===== config.mk =====
export PLATFORM = sky130hd
export DESIGN_NAME = i2s_tx_serializer
export DESIGN_NICKNAME = d
export VERILOG_FILES = /design/src/rtl/i2s_pkg.sv /design/src/rtl/soft_mute_ramp.sv /design/src/rtl/i2s_tx_serializer.sv
export SDC_FILE = /design/constraint.sdc
export NUM_CORES = 1
export LEC_CHECK = 0
export CAP_MARGIN = 20
export CORE_MARGIN = 1.5
export CORE_UTILIZATION = 35
export CTS_CLUSTER_DIAMETER = 150
export DETAILED_ROUTE_END_ITERATION = 8
export GPL_TIMING_DRIVEN = 0
export MAX_ROUTING_LAYER = met4
export REMOVE_ABC_BUFFERS = 1
export SETUP_SLACK_MARGIN = 0.2
export SLEW_MARGIN = 10
export SYNTH_ARGS = -nofsm -noshare
export SYNTH_HDL_FRONTEND = slang
export SYNTH_SLANG_ARGS = --single-unit

===== constraint.sdc =====
create_clock -name mclk -period 3 [get_ports mclk]
set_clock_uncertainty 0.05 [all_clocks]
set_input_delay 0.3 -clock mclk [delete_from_list [all_inputs] [get_ports mclk]]
set_output_delay 0.3 -clock mclk [all_outputs]
set_load 0.01 [all_outputs]

===== src/rtl/i2s_pkg.sv =====
// rtl/i2s_pkg.sv - shared constants and sample types for the I2S transmitter
package i2s_pkg;

  localparam int MCLK_PER_FRAME = 256;
  localparam int MCLK_PER_BCLK  = 4;
  localparam int SLOT_BITS      = 32;
  localparam int SAMPLE_BITS    = 16;
  localparam int GAIN_UNITY     = 256;

  typedef struct packed {
    shortint l;
    shortint r;
  } stereo_sample_t;

endpackage


===== src/rtl/soft_mute_ramp.sv =====
// rtl/soft_mute_ramp.sv - per-frame gain ramp and sample scaling for soft mute
// Gain steps toward 0 while muted and toward unity otherwise, once per step_i.
module soft_mute_ramp
  import i2s_pkg::*;
(
  input  logic           mclk_i,
  input  logic           rst_i,
  input  logic           step_i,
  input  logic           mute_i,
  input  stereo_sample_t sample_i,
  output stereo_sample_t sample_o
);

  localparam logic [8:0] GAIN_MAX = 9'(GAIN_UNITY);

  logic [8:0] gain_q, gain_d;

  always_comb begin
    gain_d = gain_q;
    if (step_i) begin
      if (mute_i) begin
        if (gain_q != 9'd0) gain_d = gain_q - 9'd1;
      end else if (gain_q != GAIN_MAX) begin
        gain_d = gain_q + 9'd1;
      end
    end
  end

  always_ff @(posedge mclk_i or posedge rst_i) begin
    if (rst_i) gain_q <= GAIN_MAX;
    else       gain_q <= gain_d;
  end

  // Pre-step gain is applied; floor shift keeps 256 exact unity and 0 exact zero.
  function automatic shortint scale(input shortint s, input logic [8:0] g);
    logic signed [25:0] p;
    p = $signed(s) * $signed({1'b0, g});
    return shortint'(p[23:8]);
  endfunction

  assign sample_o.l = scale(sample_i.l, gain_q);
  assign sample_o.r = scale(sample_i.r, gain_q);

endmodule


===== src/rtl/i2s_tx_serializer.sv =====
// rtl/i2s_tx_serializer.sv - stereo I2S transmitter, bclk/pblrc derived from mclk = 256 fs
// Hard mute by default; I2S_TX_SOFT_MUTE_EN selects the ramped soft mute.
module i2s_tx_serializer #(
  parameter int SAMPLE_BITS       = 16,
  parameter int UNDERRUN_CNT_BITS = 16
) (
  input  logic                         mclk,
  input  logic                         rst,
  input  logic [SAMPLE_BITS-1:0]       sample_l,
  input  logic [SAMPLE_BITS-1:0]       sample_r,
  input  logic                         sample_valid,
  output logic                         sample_ready,
  input  logic                         mute,
  output logic                         bclk,
  output logic                         pblrc,
  output logic                         pbdat,
  output logic [UNDERRUN_CNT_BITS-1:0] underrun_count
);

  import i2s_pkg::*;

  if (SAMPLE_BITS != i2s_pkg::SAMPLE_BITS) begin : g_bad_width
    $error("i2s_tx_serializer: SAMPLE_BITS must be 16");
  end

  localparam logic [7:0] CNT_LAST    = 8'(MCLK_PER_FRAME - 1);
  localparam int         BIT_PHASE_W = $clog2(MCLK_PER_BCLK);
  localparam int         SLOT_IDX_W  = $clog2(SLOT_BITS);

  logic [7:0]                   cnt_q, cnt_d;
  stereo_sample_t               hold_q, hold_d;
  logic [UNDERRUN_CNT_BITS-1:0] underrun_q, underrun_d;
  logic                         bclk_q, pblrc_q, pbdat_q, pbdat_d;
  logic                         latch;
  logic [SLOT_IDX_W-1:0]        slot_k;
  logic [15:0]                  word;
  logic                         bit_d;

  assign cnt_d        = cnt_q + 8'd1;
  assign latch        = (cnt_q == CNT_LAST);
  assign sample_ready = latch;

`ifdef I2S_TX_SOFT_MUTE_EN
  stereo_sample_t in_pair, scaled;

  assign in_pair.l = sample_l;
  assign in_pair.r = sample_r;

  soft_mute_ramp u_ramp (
    .mclk_i   (mclk),
    .rst_i    (rst),
    .step_i   (latch),
    .mute_i   (mute),
    .sample_i (in_pair),
    .sample_o (scaled)
  );

  always_comb begin
    hold_d = hold_q;
    if (latch && sample_valid) hold_d = scaled;
  end
`else
  always_comb begin
    hold_d = hold_q;
    if (latch) begin
      if (mute) begin
        hold_d = '0;
      end else if (sample_valid) begin
        hold_d.l = sample_l;
        hold_d.r = sample_r;
      end
    end
  end
`endif

  always_comb begin
    underrun_d = underrun_q;
    if (latch && !sample_valid && underrun_q != '1) underrun_d = underrun_q + 1'b1;
  end

  // Bit index is taken from the next count so all three pins move on one edge.
  // hold_q is safe here: it only changes on the edge that starts k = 0.
  assign slot_k = cnt_d[BIT_PHASE_W +: SLOT_IDX_W];
  assign word   = cnt_d[7] ? hold_q.r : hold_q.l;

  always_comb begin
    bit_d = 1'b0;
    if (slot_k >= 5'd1 && slot_k <= 5'd16) bit_d = word[4'(5'd16 - slot_k)];
  end

  assign pbdat_d = (cnt_d[BIT_PHASE_W-1:0] == '0) ? bit_d : pbdat_q;

  always_ff @(posedge mclk or posedge rst) begin
    if (rst) begin
      cnt_q      <= '0;
      hold_q     <= '0;
      underrun_q <= '0;
      bclk_q     <= 1'b0;
      pblrc_q    <= 1'b0;
      pbdat_q    <= 1'b0;
    end else begin
      cnt_q      <= cnt_d;
      hold_q     <= hold_d;
      underrun_q <= underrun_d;
      bclk_q     <= cnt_d[1];
      pblrc_q    <= cnt_d[7];
      pbdat_q    <= pbdat_d;
    end
  end

  assign bclk           = bclk_q;
  assign pblrc          = pblrc_q;
  assign pbdat          = pbdat_q;
  assign underrun_count = underrun_q;

endmodule


==> run summary, run 1 <==
Pin count of the biggest net entering global routing -> 39
RePlAce Congestion -> 0.811
Max Root-Sink Buffers -> 2
Worst-path clk slew -> 70 ps
Commonest non-fill, non-tap cells in the layout -> clkdlybuf4s50_1 (55), dfrtp_1 (54), nand2_1 (47)
Worst Hold Class -> primary input to asynchronous set/reset pin
NumNets Final -> 402
Non-Filler Instances -> 468
Die width -> 93.9 um
Gr usage total -> 16.2%
Pwr dens -> 397 nW/um^2
Drt wl/cell -> 13.5 um
Worst EP required -> 3200 ps
Core area -> 7850 um^2
Worst path slowest cell -> or4_1
Synth Instances -> 295
Max Used Layer -> met4
Crit path DAT -> 2880 ps
Critical path endpoint -> pbdat
IO Pins -> 56
Syn-to-layout area delta -> 36.0%
Hold Buf Count CTS -> 0
Crit-path max FO -> 9
Place WS -> -557 ps
Die ar. -> 8810 um^2
Gr ovfl total -> 0
Post-synthesis register bit count -> 57
Kind of critical path -> flip-flop to flip-flop
Commonest non-fill, non-tap cell in the layout -> clkdlybuf4s50_1
Top FF cell, synth -> dfrtp_1
Routed Antenna Nets -> 0
Critical Path Stages -> 12
R2r startpoint -> cnt_q[0]
Initial Util -> 36.8%
Die Span Y -> 93.9 um
Drt via density -> 4.85
# port buffers -> 55
Number of global-route vias before repair -> 2,219
# diodes -> 0
Tmin final -> 2690 ps
Final worst setup slack -> 313 ps
Max-Cap Viols -> 0
Register area share after synthesis -> 49.4%
Fin. max-slew vios -> 0
Reg-to-Reg End -> pbdat
Mean Syn Cell Area -> 9.79 um^2
Synth async-reset ratio -> 100%
Final setup vio count -> 0
Drc violations -> 0
Period utilization -> 89.6%
H-tree Lvls -> 3
YS warnings -> 0
CTS tree -> built
Clk sinks -> 57
RSZ-0062 raised after global routing -> false
Total number of vias -> 2,268
Worst reg2reg path depth -> 12
Leakage power -> 1.71 nW
Top delay family on crit path -> simple AND/OR/NAND/NOR gates
DR WL met2 -> 2960 um
WL final -> 6300 um
WL met3 -> 232 um
Cell mode on critical path -> ha_4
Cell Count Post-Placement -> 442
Post-synth EDFFs -> 0
M1 WL -> 2990 um
Overall power -> 1.56 mW
Slew @ Worst Pin -> 859 ps
FMAX -> 372 MHz
Max IR drop VDD -> 0.000165 V
Post-Syn Area -> 2890 um^2
Crit end category -> flip-flop
CP startpoint -> cnt_q[0]
CP cell instances -> ha_4 -> xor2_4 -> inv_2 -> ha_4 -> xnor2_4 -> buf_4 -> nor3_1 -> a31o_2 -> nand2_1 -> o22ai_1 -> or4_1 -> o221ai_2
First DRT Iteration DRCs -> 87
Rows -> 32
Max-slew headroom -> 42.6%
First-pass GRT wire length -> 10,500 um
Share of layout cells above drive strength 1 -> 15.6%
WP buf/inv -> 2
Final hold vios -> 0
Hpwl dp -> 4420 um
Min Hold Slack -> 311 ps
DR pass1 iterations -> 4
Largest stage delay, worst path -> 500 ps
Initial antenna violation count -> 0
Synth cell types -> 42
Clk Latency, worst-skew pair -> 330 ps
Inserted Clock Buffers -> 9
Clock root cell -> clkbuf_8
Status -> finished, final reports clean
Reg2Reg Setup Slack -> 310 ps
Worst Setup Start Kind -> flip-flop
## worst reg2reg max path, cell delays in order, from the launching register on
cell      delay, ps
dfrtp_2         440
ha_4            220
xor2_4          170
inv_2            80
ha_4            180
xnor2_4         200
buf_4           150
nor3_1           40
a31o_2          240
nand2_1          90
o22ai_1          90
or4_1           500
o221ai_2        150
## stage by stage
step           cell area (um^2)  utilization (%)  setup TNS (ps)
3_3_place_gp               3510             44.7          -52670
2_1_floorplan              2830                -           -8.74
5_1_grt                    3930             50.1               0
6_report                   3930             50.1               0
3_5_place_dp               3570             45.5            -557
4_1_cts                    3870             49.4               0
## report_power, final
part | leakage, nW | switching (mW) | internal [mW]
Sequential | 0.773 | 0 | 0.769
Combinational | 0.838 | 0.0318 | 0.0528
Clock | 0.102 | 0.308 | 0.400
## kinds of logic (layout without fill, tap and decap cells)
family | after synthesis | after routing | share of synthesized area (%)
simple gates | 122 | 122 | 21.7
xor+xnor | 22 | 22 | 6.93
flops | 57 | 57 | 49.4
mux | 12 | 12 | 5.76
fa+ha+maj | 5 | 5 | 2.17
compound gates | 52 | 52 | 10.4
buf+inv | 25 | 96 | 3.64
## how the worst min path moves through the flow
stage,start,endpoint,depth (start not counted)
after floorplan,hold_q[28],hold_q[28],2
after global placement,hold_q[11],hold_q[11],2
after detailed placement,hold_q[28],hold_q[28],2
after CTS,rst,underrun_count[7],2
after global routing,rst,underrun_count[7],2
final,rst,hold_q[28],2
## metal layers
metal  up-vias  GRT usage, %
met1      1072          20.9
met3        13          3.40
li1       1135             -
met4         0          8.08
met2        48          24.1
met5         -             -
## registers in the layout (all words and copies together) (netlist names)
name	count
underrun_count	16
cnt_q	8
pbdat	1
hold_q	32
## cell type report
cell class,count,area (um^2)
Fill cell,760,3920
Sequential cell,57,1430
Tap cell,102,128
Multi-Input combinational cell,213,1440
Timing Repair Buffer,67,686
Inverter,13,48.8
Clock inverter,6,57.6
Clock buffer,10,138
## synth_stat cells (all sizes together) (5+ instances only)
| library cell | n | share of area, % |
|---|---|---|
| clkbuf | 10 | 1.3 |
| dfrtp | 57 | 49 |
| ha | 5 | 2.2 |
| inv | 13 | 1.7 |
| mux2 | 7 | 2.7 |
| nand2 | 47 | 6.1 |
| nand2b | 32 | 6.9 |
| nand3 | 11 | 2.1 |
| nand4 | 6 | 1.3 |
| nor2 | 8 | 1.0 |
| o21ai | 36 | 6.2 |
| xnor2 | 11 | 3.6 |
| xor2 | 11 | 3.3 |
## timing repair
action                                  4_1_cts  5_1_grt
pin swaps                                     2        3
setup buffers                                 6        4
endpoints found under the setup margin        1        1
gates cloned                                  0        0
endpoints found under the hold margin         0        0
resized for setup                            12        4
No activity file was read; power rests on OpenSTA's default activity.
==> run 2: changes to the inputs <==
--- a/config.mk
+++ b/config.mk
@@ -5,6 +5,7 @@
 export SDC_FILE = /design/constraint.sdc
 export NUM_CORES = 1
 export LEC_CHECK = 0
+export ABC_AREA = 0
 export CAP_MARGIN = 20
 export CORE_MARGIN = 1.5
 export CORE_UTILIZATION = 35
==> results of run 2 <==
Final layout, timing and power as in run 1 (identical DEF).
==> run 3: changes to the inputs <==
--- a/config.mk
+++ b/config.mk
@@ -18,4 +18,5 @@
 export SLEW_MARGIN = 10
 export SYNTH_ARGS = -nofsm -noshare
 export SYNTH_HDL_FRONTEND = slang
+export SYNTH_HIERARCHICAL = 1
 export SYNTH_SLANG_ARGS = --single-unit
==> results of run 3 <==
Final layout, timing and power as in run 1 (identical DEF).
Main changes from that run: Yosys warning count 0 -> 6
